==> src/rtl/mem_stage.sv <==
// mem_stage: MEM pipeline stage between EX and WB.
// Registers one EX op, runs its load/store on the dmem req/gnt/rvalid bus,
// aligns/extends load data and hands the result to WB under valid/ready.
// Ports: clk/rst; ex_* (EX payload + ex_valid/ex_ready); dmem_* (data bus);
// wb_* + MemOut (WB payload, wb_valid/wb_ready); mem_raw_* (RAW forward).
module mem_stage #(
  parameter int XLEN   = 64,
  parameter int INST_W = 32
) (
  input  logic              clk,
  input  logic              rst,
  input  logic              ex_valid,
  output logic              ex_ready,
  input  logic [XLEN-1:0]   ex_pc,
  input  logic [INST_W-1:0] ex_inst,
  input  logic [XLEN-1:0]   ex_ALUres,
  input  logic [XLEN-1:0]   ex_R_rs2,
  input  logic              ex_MemRd,
  input  logic              ex_MemWr,
  input  logic [2:0]        ex_MemOP,
  input  logic [1:0]        ex_RegSrc,
  input  logic              ex_RegWr,
  input  logic              ex_isecall,
  input  logic              ex_ismret,
  input  logic              ex_iscsr,
  input  logic [XLEN-1:0]   ex_R_rs1,
  output logic              dmem_req,
  output logic              dmem_we,
  output logic [XLEN-1:0]   dmem_addr,
  output logic [XLEN-1:0]   dmem_wdata,
  output logic [7:0]        dmem_wmask,
  input  logic              dmem_gnt,
  input  logic              dmem_rvalid,
  input  logic [XLEN-1:0]   dmem_rdata,
  output logic              wb_valid,
  input  logic              wb_ready,
  output logic [XLEN-1:0]   wb_pc,
  output logic [INST_W-1:0] wb_inst,
  output logic [XLEN-1:0]   wb_ALUres,
  output logic [1:0]        wb_RegSrc,
  output logic              wb_RegWr,
  output logic              wb_isecall,
  output logic              wb_ismret,
  output logic              wb_iscsr,
  output logic [XLEN-1:0]   wb_R_rs1,
  output logic [XLEN-1:0]   MemOut,
  output logic [4:0]        mem_raw_rd,
  output logic              mem_raw_data_valid,
  output logic [XLEN-1:0]   mem_raw_Wdata
);

  typedef enum logic [1:0] {
    IDLE, REQ, RESP, DONE
  } state_t;

  state_t            state;
  logic [XLEN-1:0]   rs2;
  logic              mem_rd;
  logic              mem_wr;
  logic [2:0]        mem_op;
  logic              m_valid;
  logic              accept;
  logic [2:0]        lane;
  logic [XLEN-1:0]   rsh;
  logic [XLEN-1:0]   load_ext;

  assign m_valid  = (state != IDLE);
  assign wb_valid = (state == DONE);
  assign ex_ready = ~m_valid | (wb_valid & wb_ready);
  assign accept   = ex_valid & ex_ready;

  // Byte lane: address bits below the access size are ignored.
  always_comb begin
    lane = 3'd0;
    unique case (mem_op[1:0])
      2'b00:   lane = wb_ALUres[2:0];
      2'b01:   lane = {wb_ALUres[2:1], 1'b0};
      2'b10:   lane = {wb_ALUres[2], 2'b00};
      default: lane = 3'd0;
    endcase
  end

  always_comb begin
    dmem_wmask = 8'hFF;
    unique case (mem_op[1:0])
      2'b00:   dmem_wmask = 8'h01 << lane;
      2'b01:   dmem_wmask = 8'h03 << lane;
      2'b10:   dmem_wmask = 8'h0F << lane;
      default: dmem_wmask = 8'hFF;
    endcase
  end

  assign rsh = dmem_rdata >> {lane, 3'b000};

  // MemOP 111 falls through to the full-width (ld) case.
  always_comb begin
    load_ext = rsh;
    case (mem_op)
      3'b000:  load_ext = {{(XLEN-8){rsh[7]}}, rsh[7:0]};
      3'b001:  load_ext = {{(XLEN-16){rsh[15]}}, rsh[15:0]};
      3'b010:  load_ext = {{(XLEN-32){rsh[31]}}, rsh[31:0]};
      3'b100:  load_ext = {{(XLEN-8){1'b0}}, rsh[7:0]};
      3'b101:  load_ext = {{(XLEN-16){1'b0}}, rsh[15:0]};
      3'b110:  load_ext = {{(XLEN-32){1'b0}}, rsh[31:0]};
      default: load_ext = rsh;
    endcase
  end

  assign dmem_req   = (state == REQ);
  assign dmem_we    = mem_wr & ~mem_rd;
  assign dmem_addr  = {wb_ALUres[XLEN-1:3], 3'b000};
  assign dmem_wdata = rs2 << {lane, 3'b000};

  assign mem_raw_rd         = wb_inst[11:7];
  assign mem_raw_data_valid = m_valid & wb_RegWr &
                              (~mem_rd | (state == DONE));
  assign mem_raw_Wdata      = (wb_RegSrc == 2'd1) ? MemOut : wb_ALUres;

  always_ff @(posedge clk) begin
    if (rst) begin
      state      <= IDLE;
      wb_pc      <= '0;
      wb_inst    <= '0;
      wb_ALUres  <= '0;
      rs2        <= '0;
      mem_rd     <= 1'b0;
      mem_wr     <= 1'b0;
      mem_op     <= 3'd0;
      wb_RegSrc  <= 2'd0;
      wb_RegWr   <= 1'b0;
      wb_isecall <= 1'b0;
      wb_ismret  <= 1'b0;
      wb_iscsr   <= 1'b0;
      wb_R_rs1   <= '0;
      MemOut     <= '0;
    end else begin
      unique case (state)
        REQ:  if (dmem_gnt) state <= mem_rd ? RESP : DONE;
        RESP: if (dmem_rvalid) begin
                MemOut <= load_ext;
                state  <= DONE;
              end
        DONE: if (wb_ready) state <= IDLE;
        default: ;
      endcase
      // Accept wins over the DONE->IDLE retire so back-to-back has no bubble.
      if (accept) begin
        wb_pc      <= ex_pc;
        wb_inst    <= ex_inst;
        wb_ALUres  <= ex_ALUres;
        rs2        <= ex_R_rs2;
        mem_rd     <= ex_MemRd;
        mem_wr     <= ex_MemWr;
        mem_op     <= ex_MemOP;
        wb_RegSrc  <= ex_RegSrc;
        wb_RegWr   <= ex_RegWr;
        wb_isecall <= ex_isecall;
        wb_ismret  <= ex_ismret;
        wb_iscsr   <= ex_iscsr;
        wb_R_rs1   <= ex_R_rs1;
        MemOut     <= '0;
        state      <= (ex_MemRd | ex_MemWr) ? REQ : DONE;
      end
    end
  end

endmodule

==> config.mk <==
export PLATFORM = sky130hd
export DESIGN_NAME = mem_stage
export DESIGN_NICKNAME = d
export VERILOG_FILES = /design/src/rtl/mem_stage.sv
export SDC_FILE = /design/constraint.sdc
export NUM_CORES = 1
export LEC_CHECK = 0
export ABC_AREA = 1
export CAP_MARGIN = 20
export CORE_AREA = 4 4 337 339
export CTS_BUF_LIST = sky130_fd_sc_hd__clkbuf_16
export DETAILED_ROUTE_END_ITERATION = 10
export DIE_AREA = 0 0 341 343
export GPL_TIMING_DRIVEN = 0
export HOLD_SLACK_MARGIN = 0.05
export MAX_ROUTING_LAYER = met4
export SETUP_SLACK_MARGIN = 0.4
export SYNTH_ARGS = -nofsm -noshare
export SYNTH_HDL_FRONTEND = slang
export SYNTH_SLANG_ARGS = --single-unit
==> constraint.sdc <==
create_clock -name clk -period 2.35 [get_ports clk]
set_clock_uncertainty 0.15 [all_clocks]
set_input_delay 0.47 -clock clk [delete_from_list [all_inputs] [get_ports clk]]
set_output_delay 0.47 -clock clk [all_outputs]
set_load 0.02 [all_outputs]
==> results of run 1 <==
final timing paths:
| kind | end | cells past startpoint |
|---|---|---|
| min reg2reg | wb_R_rs1[25]$_SDFFE_PP0P_ | 2 |
| max | dmem_wdata[47] | 14 |
| min | wb_R_rs1[52]$_SDFFE_PP0P_ | 3 |
| max reg2reg | MemOut[13]$_SDFFE_PP0P_ | 18 |
where the power goes:
group / switching (mW) / internal (mW) / leakage (nW)
Sequential: 1.26 / 7.55 / 3.01
Clock: 3.18 / 4.39 / 0.792
Combinational: 13.8 / 10.9 / 10.7
timing repair:
item	4_1_cts	5_1_grt
setup buffers	92	59
endpoints found under the setup margin	866	866
pin swaps	59	80
gates cloned	14	9
endpoints found under the hold margin	0	0
gates resized for setup	1178	513
layout by cell type (no fill, tap or decap), drive strengths merged:
cell type / instances
clkdlybuf4s50: 729
nor2: 667
o21ai: 535
buf: 476
nand2: 391
dfxtp: 365
clkbuf: 149
inv: 130
nand3: 96
a21oi: 69
mux2: 53
diode: 27
clkinv: 23
o211ai: 18
nor3: 8
o22ai: 7
clkinvlp: 6
bufinv: 6
ha: 5
mux2i: 4
and3: 3
conb: 3
a22oi: 2
nand4: 2
bufbuf: 2
o221ai: 1
and2: 1
or2: 1
clkdlybuf4s15: 1
sequential cells by signal, summed over array words and instances, names as in the netlist, 2 cells and up:
signal / cells
MemOut: 64
wb_inst: 32
wb_RegSrc: 2
mem_op: 3
wb_pc: 64
wb_ALUres: 64
rs2: 64
wb_R_rs1: 64
state: 2
worst min-delay path: cells and delay by family:
family	cells	cell delay (ps)
buf+inv	1	390
simple gates	1	40
compound gates	1	120
Yosys cell counts:
master,instances
clkbuf_1,100
conb_1,1
nand3_4,2
o21ai_1,25
nand3_1,91
nand2_8,1
nand3_2,3
inv_1,118
dfxtp_1,365
or2_2,1
o221ai_1,1
o21ai_0,510
and3_1,3
buf_4,77
and2_1,1
nand2_1,384
nor2_1,654
nand2_2,4
a21oi_1,69
nor3_1,8
buf_6,6
inv_2,6
o211ai_1,18
buf_1,6
o22ai_1,7
nand2_4,2
nand4_1,2
buf_2,76
nor2_2,13
a22oi_1,2
ha_1,5
inv_4,1
mux2_2,53
mux2i_1,4
logic make-up (layout without fill, tap and decap cells):
| family | count (synthesis) | count (layout) | share of synthesized area, % |
|---|---|---|---|
| AOI/OAI and AO/OA | 632 | 632 | 18.14 |
| adders and majority gates | 5 | 5 | 0.3518 |
| buffers and inverters | 390 | 1522 | 10.66 |
| DFF | 365 | 365 | 41.09 |
| muxes | 57 | 57 | 3.582 |
| other | 1 | 30 | 0.02109 |
| and+or+nand+nor | 1169 | 1169 | 26.15 |
layer usage:
metal	wire (um)	GRT usage, %
met1	54720	26.48
met2	62870	35.65
met3	10050	4.934
met4	3134	5.390
met5	0	-
final cells by class:
cell class                 count  area (um2)
buffer                       265        2564
inverter                     125       539.3
fill                       11711       74770
timing repair buffer        1044       10880
multi-input combinational   1866       10780
clock inverter                40       375.4
sequential                   365        7331
clock buffer                  48        1201
tap                         1488        1862
antenna                       27       67.56
metrics by stage:
step	instances	setup WS, ps	TNS, ps	cell area, um2
5_1_grt	5262	-1064	-117040	35580
4_1_cts	5173	-1032	-200030	33500
2_1_floorplan	2621	-46.67	-145.1	18550
6_report	5268	-976.4	-87320	35600
3_3_place_gp	4978	-1679	-440710	29110
3_5_place_dp	4979	-1449	-428910	29130
==> impl_summary.md, run 1 <==
Outcome
The flow ran to the end, but the final reports show violations. The checks that failed: setup timing.

Setup path
Along the worst path, the maximum fanout reaches 6. The kind of launch point of the worst setup path is a flop. The category of the critical setup timing path is reg2out. For this run, the slowest stage of the critical path takes 330 ps.

The start point of the critical path is mem_op[1]$_SDFFE_PP0P_. The worst path buffer plus inverter count is 8. The most common cell type on the critical path is buf_12. The cell type of the slowest stage on the worst timing path is dfxtp_2. The signal on the critical path passes through inv_4 > ha_4 > buf_8 > nand2_8 > buf_8 > buf_12 > buf_12 > buf_12 > buf_12 > nand2_4 > o21ai_2 > o211ai_1 > o21ai_2 > buf_6. The capturing element type of the critical path is a primary output. Grouping stages by cell kind, the critical path spends the most delay in buffers and inverters. The worst register-to-register path has a setup slack of -260 ps. The startpoint identified for the worst register-to-register timing path is mem_op[1]$_SDFFE_PP0P_.

The required time reported for the critical path endpoint is 1730 ps. STA puts the critical path data arrival time at 2710 ps.

Floorplanning
Row generation in the floorplan step produced 122 rows. In this run the count of I/O pins placed on the die edge is 873. From bottom edge to top edge, the die measures 343 um. The total core area is 110400 um2.

The die area is 117000 um2. The die span in x is 341 um. The initial core utilization is 16.11%.

Clock tree
The number of CTS-inserted buffers is 48. Buffers inserted to repair hold after CTS numbered 0. Counting along the longest clock path gives a buffer depth of 3. The clock tree root driver cell is clkbuf_16. TritonCTS built the clock tree. The number of levels in the clock H-tree is 2.

Clock-pin slew was measured on the worst setup and hold paths at 60 ps. The tree built by TritonCTS fans out to 365 sinks. Clock latency on the worst-skew pair, taken at its later pin, is 620 ps.

Logic synthesis
The number of different library cells used by synthesis comes to 34. The average instance in the mapped netlist occupies 6.789 um2. The top cell type's share of synthesized area is 41.09%. The cell taking the most area after synthesis is dfxtp_1.

The synthesized design contains 365 register bits. Sorting the synthesized cells by area gives the leading types as dfxtp_1, o21ai_0, nor2_1. The post-synthesis cell area is 17780 um2. The fraction of the yosys area taken by sequential cells is 41.09%. For this run, the number of Yosys warnings is 0. The number of instances in the synthesized netlist is 2619.

Job
Across the run, the number of max-cap violations was 0.

STA
After layout, the minimum clock period comes to 3326 ps. Setup violations remaining at the end of the flow were counted as 262. For this run, the top clock speed supported by timing is 0.3006 GHz. Setup repair after global routing could not meet its margin everywhere.

For the pin with the worst max-slew slack, the measured transition is 873.0 ps. The count of endpoints failing hold in the final timing report is 0. The worst hold slack is 316.2 ps. The max-slew violation count is 0.

After layout, the worst path uses 141.5% of the clock period. The worst max-slew margin expressed relative to the limit is 41.80%. Across all setup checks in the final design, the least slack found is -976.4 ps.

GRT
For this run the aggregate overflow at the end of global routing stands at 0. The first global-routing pass estimated 173300 um of wire. The maximum number of pins on one net before global-route repair is 14.

The initial antenna violation count came to 30. The all-layer global routing usage is 21.51%. The via count of the first global-routing pass was 21969.

Detailed routing
Dividing the detail-routed via count by the number of cells gives 4.308. The aggregate routed wire length is 130800 um. The total iterations of the first detailed-routing run is 5. The detail route stage leaves a number of antenna-violating nets equal to 0. The routed layout has 22692 vias.

The remaining routing DRC violations is 0. The DRC marker count from the first detailed-route iteration is 1689. The mean routed wirelength per cell is 24.82 um.

Min path
The worst hold path belongs to the class in2reg. The start point of the worst min-delay path is ex_R_rs1[52].

Power and ir drop
The leakage power total is 14.50 nW. IR analysis of the VDD net gives a maximum drop of 0.8055 mV. The power density over cell area is 1154 nW/um2. The overall power of the completed layout is 41.07 mW.

Placement
The count of buffers added on input and output ports is 869. Routability-driven placement finished with a final weighted congestion of 0.9882. Summed over all nets, the half-perimeter wirelength after detailed placement is 103400 um.

Cells and area
The area added between synthesis and finish is 100.2%. The final net count is 4089. Cells fill 32.26% of the core in the end. The layout cell share with drive strength beyond 1 is 26.75%.
No activity file was read; power rests on OpenSTA's default activity.
==> inputs of run 2 (changes only) <==
CELL_PAD_IN_SITES_DETAIL_PLACEMENT = 0   (was default)
CELL_PAD_IN_SITES_GLOBAL_PLACEMENT = 2   (was default)
CORE_AREA = 4 4 340 342   (was 4 4 337 339)
DIE_AREA = 0 0 344 346   (was 0 0 341 343)
PLACE_DENSITY_LB_ADDON = 0.1   (was default)
==> impl_summary.md, run 2 (synthesis gave the netlist of run 1 again) <==
Outcome
Run status: finished with violations (unchanged). Violated checks: setup timing (unchanged).

GRT
The initial antenna violation count is 19 (was 30). The total global routing overflow is 0 (unchanged). The via count of the first global-routing pass came to 21741 (was 21969). The maximum number of pins on one net before global-route repair is 14 (unchanged). The all-layer global routing usage is 20.44% (was 21.51%).

The first-pass GRT wire length is 168900 um (was 173300 um).

STA
Unrepaired setup endpoints after global routing: yes (unchanged). The achievable clock frequency is 0.3025 GHz (was 0.3006 GHz). The count of endpoints failing hold in the final timing report is 0 (unchanged). The worst hold slack is 240.3 ps (was 316.2 ps).

The post-route worst setup slack is -955.4 ps (was -976.4 ps). The worst max-slew margin expressed relative to the limit is 44.45% (was 41.80%). The post-route fraction of the period consumed by the critical path is 140.7% (was 141.5%). The slew at the pin closest to its max-slew limit came to 833.2 ps (was 873.0 ps). The number of failing setup endpoints in the final timing report is 248 (was 262). The max-slew violation count was 0 (unchanged). The post-route minimum period is 3305 ps (was 3326 ps).

Floorplanning
The initial core utilization came to 15.83% (was 16.11%). The die height is 346 um (was 343 um). The total core area is 112300 um2 (was 110400 um2).

The die span in x was 344 um (was 341 um). The number of core rows came to 123 (was 122). The number of primary I/O pins is 873 (unchanged). The die area was 119000 um2 (was 117000 um2).

Cells and area
The area added between synthesis and finish is 97.86% (was 100.2%). The final net count is 4052 (was 4089). The layout cell share with drive strength beyond 1 is 25.61% (was 26.75%). The commonest non-fill, non-tap cell in the layout is clkdlybuf4s50_1 (unchanged). Most frequent cells in the layout: clkdlybuf4s50_1, nor2_1, o21ai_0 (was clkdlybuf4s50_1, nor2_1, dfxtp_1). The final design utilization is 31.32% (was 32.26%).

Clock tree
The number of levels in the clock H-tree is 2 (unchanged). The number of buffers on the longest clock path came to 3 (unchanged). The clock-pin slew on the worst setup and hold paths was 60 ps (about the same). The number of CTS-inserted buffers is 51 (was 48).

The hold buffer count at CTS came to 0 (unchanged). The count of clock tree sinks is 365 (unchanged). The insertion delay to the later sink of the worst-skew pair is 640 ps (was 620 ps). The CTS tree was built (unchanged).

The clock tree root driver cell is clkbuf_16 (unchanged).

Setup path
The peak per-stage delay on the critical path came to 380 ps (was 330 ps). The kind of launch point of the worst setup path was a flop (unchanged). The slack of the worst reg-to-reg path came to -330 ps (was -260 ps). The gate family responsible for the most delay along the worst path is buffers and inverters (unchanged). The number of cells on the critical path is 12 (was 14).

The capturing element type of the critical path was a primary output (unchanged). The endpoint of the most critical register-to-register path is MemOut[28]$_SDFFE_PP0P_ (was MemOut[13]$_SDFFE_PP0P_). The start point of the critical path is mem_op[0]$_SDFFE_PP0P_ (was mem_op[1]$_SDFFE_PP0P_). The worst path buffer plus inverter count is 7 (was 8).

The cell type of the slowest stage on the worst timing path is dfxtp_4 (was dfxtp_2). Critical Path, Cell by Cell: inv_4 > ha_4 > buf_8 > nand2_8 > inv_4 > buf_12 > buf_12 > buf_8 > o211ai_1 > nand3_2 > o21ai_4 > buf_6 (was inv_4 > ha_4 > buf_8 > nand2_8 > buf_8 > buf_12 > buf_12 > buf_12 > buf_12 > nand2_4 > o21ai_2 > o211ai_1 > o21ai_2 > buf_6). The maximum fanout along the worst path is 6 (unchanged). The count of cells along the worst register-to-register path is 16 (was 18). The category of the critical setup timing path was reg2out (unchanged).

The reg-to-reg critical path startpoint is mem_op[1]$_SDFFE_PP0P_ (unchanged). The required time reported for the critical path endpoint is 1730 ps (about the same). The data arrival time of the critical path is 2690 ps (was 2710 ps).

The critical path endpoint is dmem_wdata[50] (was dmem_wdata[47]).

Power and ir drop
The worst supply voltage drop on vdd is 0.6228 mV (was 0.8055 mV). The leakage power total was 14.27 nW (was 14.50 nW). The power density over cell area is 1144 nW/um2 (was 1154 nW/um2).

Min path
The worst hold path stage count was 2 (was 3). The path type of the worst min-delay path is in2reg (unchanged).

Detailed routing
The total number of vias is 21545 (was 22692). The average vias per placed instance was 4.115 (was 4.308). The remaining routing DRC violations came to 0 (unchanged). The total iterations of the first detailed-routing run is 5 (unchanged). The count of antenna-violating nets left after detailed routing came to 0 (unchanged).

The mean routed wirelength per cell was 23.95 um (was 24.82 um). The aggregate routed wire length is 125400 um (was 130800 um). The DRC marker count from the first detailed-route iteration is 889 (was 1689).

Job
The reported max-cap violation count came to 0 (unchanged).

Placement
The count of buffers inserted at the top-level ports is 869 (unchanged). The weighted congestion at the end of routability-driven global placement came to 0.8429 (was 0.9882). The post-DP HPWL came to 100000 um (was 103400 um).
[run 2: changes by cell type in the layout (fill, tap and decap cells not counted), moves of 9 or more]
cell	before	now
buf_4	176	159
clkinv_1	9	20
nor2_1	614	595
mux2_4	22	44
mux2_2	31	9
buf_6	167	143
o21ai_1	62	49
o21ai_4	57	48
nor2_4	33	57
o21ai_0	348	375
diode_2	27	15
[run 2: final cells by class]
class	count	area [um2]
Fill cell	12288	77160
Antenna cell	15	37.54
Tap cell	1500	1877
Multi-Input combinational cell	1866	10850
Inverter	125	534.3
Buffer	265	2481
Clock buffer	52	1301
Sequential cell	365	7325
Clock inverter	44	312.8
Timing Repair Buffer	1004	10460
[run 2: layer usage]
| layer | track usage, % | wire length [um] | vias to the layer above |
|---|---|---|---|
| met5 | - | 0 | - |
| met4 | 6.464 | 3693 | 0 |
| met3 | 4.309 | 6911 | 135 |
| met2 | 35.50 | 63170 | 617 |
| met1 | 23.43 | 51630 | 10184 |
| li1 | - | - | 10609 |
[run 2: repair_timing]
| item | CTS | global route |
|---|---|---|
| gates cloned | 5 | 15 |
| endpoints found under the setup margin | 866 | 866 |
| resized for setup | 749 | 868 |
| pin swaps | 45 | 73 |
| endpoints found under the hold margin | 0 | 0 |
| buffers inserted | 41 | 73 |
[run 2: worst min path at each step]
stage / start / end / slack (ps)
2_1_floorplan: rs2[46]$_SDFFE_PP0P_ / rs2[46]$_SDFFE_PP0P_ / 290
3_3_place_gp: rs2[46]$_SDFFE_PP0P_ / rs2[46]$_SDFFE_PP0P_ / 310
3_5_place_dp: wb_R_rs1[61]$_SDFFE_PP0P_ / wb_R_rs1[61]$_SDFFE_PP0P_ / 320
4_1_cts: rst / state[0]$_SDFFE_PP0P_ / 190
5_1_grt: rst / state[0]$_SDFFE_PP0P_ / 210
6_report: rst / state[0]$_SDFFE_PP0P_ / 240
[run 2: where the power goes]
part,total (mW),internal [mW],switching [mW]
sequential,8.69,7.55,1.14
combinational,23.9,10.5,13.4
clock,7.70,4.43,3.27
total,40.2,22.4,17.8
[run 2: through the flow]
step | worst slack [ps] | power, mW | cells | setup TNS, ps | instance area [um2]
finish | -955.4 | 40.25 | 5236 | -97960 | 35180
detailed placement | -1428 | 28.01 | 4991 | -343010 | 29140
global route | -1024 | 42.48 | 5236 | -124600 | 35180
global placement | -1435 | 28.09 | 4990 | -355090 | 29130
floorplan | -46.67 | 18.54 | 2621 | -145.1 | 18550
CTS | -978.7 | 37.76 | 5133 | -203650 | 32360
==> inputs of run 3 (changes only) <==
PLACE_DENSITY_LB_ADDON = 0.3   (was 0.1)
==> impl_summary.md, run 3 (synthesis gave the netlist of run 1 again) <==
Setup path
The required time reported for the critical path endpoint was 1730 ps (about the same). The start point of the critical path is mem_op[0]$_SDFFE_PP0P_ (unchanged). The capturing element type of the critical path is a primary output (unchanged). The data arrival time of the critical path is 2930 ps (was 2690 ps). The category of the critical setup timing path is reg2out (unchanged).

The kind of launch point of the worst setup path is a flop (unchanged). The maximum fanout along the worst path came to 7 (was 6). The reg-to-reg critical path startpoint is mem_op[1]$_SDFFE_PP0P_ (unchanged).

Detailed routing
The DRC marker count from the first detailed-route iteration is 1266 (was 889). The mean routed wirelength per cell was 23.69 um (was 23.95 um). The count of antenna-violating nets left after detailed routing came to 0 (unchanged). The aggregate routed wire length came to 125800 um (was 125400 um).

The total number of vias is 22039 (was 21545). The remaining routing DRC violations was 0 (unchanged). The total iterations of the first detailed-routing run is 5 (unchanged). The average vias per placed instance is 4.151 (was 4.115).

GRT
The total global routing overflow is 0 (unchanged). The initial antenna violation count is 38 (was 19). The maximum number of pins on one net before global-route repair was 14 (unchanged). The all-layer global routing usage came to 20.64% (was 20.44%). The first-pass GRT wire length is 170000 um (was 168900 um). The via count of the first global-routing pass is 21795 (was 21741).

Cells and area
The combined area of the multi-input logic cells is 11050 um2 (was 10850 um2). Most frequent cells in the layout: clkdlybuf4s50_1, nor2_1, o21ai_0 (unchanged). The commonest non-fill, non-tap cell in the layout is clkdlybuf4s50_1 (unchanged). The number of fill cells in the layout is 12136 (was 12288). The post-layout instance area came to 35970 um2 (was 35180 um2). The storage element area is 7335 um2 (was 7325 um2). The layout cell share with drive strength beyond 1 is 26.71% (was 25.61%). The final net count is 4118 (was 4052). The area added between synthesis and finish is 102.3% (was 97.86%).

Power and ir drop
The internal power consumption is 22.96 mW (was 22.44 mW). The overall power of the completed layout is 40.83 mW (was 40.25 mW). The power density over cell area is 1135 nW/um2 (was 1144 nW/um2). The portion of total power attributed to combinational logic came to 60.5% (was 59.3%). The sequential power share is 21.4% (was 21.6%). The leakage power total is 14.72 nW (was 14.27 nW).

The net switching power of the design is 17.86 mW (was 17.81 mW). The net switching fraction of the power is 43.75% (was 44.25%). The clock power share was 18.1% (was 19.1%). The worst supply voltage drop on vdd is 0.5864 mV (was 0.6228 mV).

STA
The count of endpoints failing hold in the final timing report is 0 (unchanged). Unrepaired setup endpoints after global routing: yes (unchanged). The worst max-slew margin expressed relative to the limit is 42.37% (was 44.45%).

The slew at the pin closest to its max-slew limit is 864.4 ps (was 833.2 ps). The worst hold slack is 266.2 ps (was 240.3 ps). The max-slew violation count was 0 (unchanged). The post-route minimum period is 3551 ps (was 3305 ps).

The setup TNS after final layout is -105650 ps (was -97960 ps). The number of failing setup endpoints in the final timing report is 241 (was 248). The post-route worst setup slack is -1201 ps (was -955.4 ps).

The post-route fraction of the period consumed by the critical path is 151.1% (was 140.7%). The achievable clock frequency is 0.2816 GHz (was 0.3025 GHz).

Floorplanning
The die height is 346 um (unchanged). The die area came to 119000 um2 (unchanged). The number of core rows is 123 (unchanged). The initial core utilization was 15.83% (unchanged). The number of primary I/O pins was 873 (unchanged). The total core area is 112300 um2 (unchanged). The die span in x is 344 um (unchanged).

Placement
The weighted congestion at the end of routability-driven global placement is 0.8899 (was 0.8429). The area of placed instances is 29140 um2 (unchanged). The count of buffers inserted at the top-level ports came to 869 (unchanged). The pre-CTS setup slack came to -1457 ps (was -1428 ps). The post-DP HPWL is 100100 um (was 100000 um).

Clock tree
The insertion delay to the later sink of the worst-skew pair was 620 ps (was 640 ps). The number of buffers on the longest clock path is 3 (unchanged). The count of clock tree sinks was 365 (unchanged).

The number of CTS-inserted buffers is 52 (was 51). The clock-pin slew on the worst setup and hold paths came to 60 ps (about the same). The CTS tree was built (unchanged).

The number of levels in the clock H-tree is 2 (unchanged). The clock tree root driver cell is clkbuf_16 (unchanged). The hold buffer count at CTS came to 0 (unchanged).

Outcome
Violated checks: setup timing (unchanged). Run status: finished with violations (unchanged).

Job
The reported max-cap violation count was 0 (unchanged).

Min path
The start point of the worst min-delay path is rst (unchanged). The path type of the worst min-delay path is in2reg (unchanged).
==> run 3: cell types whose count changed in the layout (fill, tap and decap cells not counted), sizes merged <==
| cell | delta |
|---|---|
| inv | +11 |
| buf | +74 |
| clkdlybuf4s50 | -5 |
| clkinv | -14 |
| bufbuf | -1 |
| clkbuf | -3 |
| bufinv | -2 |
| diode | +13 |
==> run 3: worst paths after layout <==
path | slack, ps | cells past startpoint | end
setup / recovery | -1200 | 13 | dmem_wmask[5]
hold / removal | 270 | 2 | state[0]$_SDFFE_PP0P_
setup reg to reg | -280 | 19 | MemOut[8]$_SDFFE_PP0P_
hold reg to reg | 330 | 2 | wb_pc[30]$_SDFFE_PP0P_
==> run 3: final cells by class <==
type | count | area share, %
clock buffer | 53 | 3.687
sequential | 365 | 20.39
timing repair inverter | 1 | 0.03131
tap | 1500 | 5.218
timing repair buffer | 1068 | 31.02
inverter | 125 | 1.447
multi-input combinational | 1866 | 30.72
antenna | 28 | 0.1948
clock inverter | 38 | 0.6401
buffer | 265 | 6.651
==> run 3: what timing repair did <==
item | 4_1_cts | 5_1_grt
gates cloned | 9 | 10
buffers inserted | 96 | 84
pin swaps | 66 | 102
gates resized for setup | 1197 | 455
setup endpoints to repair | 866 | 866
==> run 3: stage by stage <==
stage	cells	util (%)
2_1_floorplan	2621	-
3_3_place_gp	4990	25.93
3_5_place_dp	4991	25.94
4_1_cts	5187	29.70
5_1_grt	5306	32.01
6_report	5309	32.02
==> run 3: worst max-delay path: stages, from the launching register on <==
cell and delay [ps]:
dfxtp_4 380, inv_4 40, ha_4 150, buf_8 130, nand2_2 70, nand2_2 70, nand2_4 120, buf_12 150
buf_6 100, buf_12 120, buf_12 150, nand2_8 70, o211ai_1 500, buf_4 250
==> run 3: routing by layer <==
metal  wire length, um  part of all wire (%)  vias up  GRT usage [%]
li1                  -                     -    10736              -
met1             51330                    41    10447          23.98
met2             63210                    50      726          35.46
met3              8478                   6.7      130          5.093
met4              2764                   2.2        0          5.420
met5                 0                     0        -              -
==> run 3: power by group through the flow <==
stage	sequential [mW]	clock, mW	combinational (mW)
2_1_floorplan	9.66	0	8.89
3_3_place_gp	8.76	0	19.1
3_5_place_dp	8.79	0	19.1
4_1_cts	8.71	7.76	22.1
5_1_grt	8.92	7.98	26.2
6_report	8.73	7.40	24.7
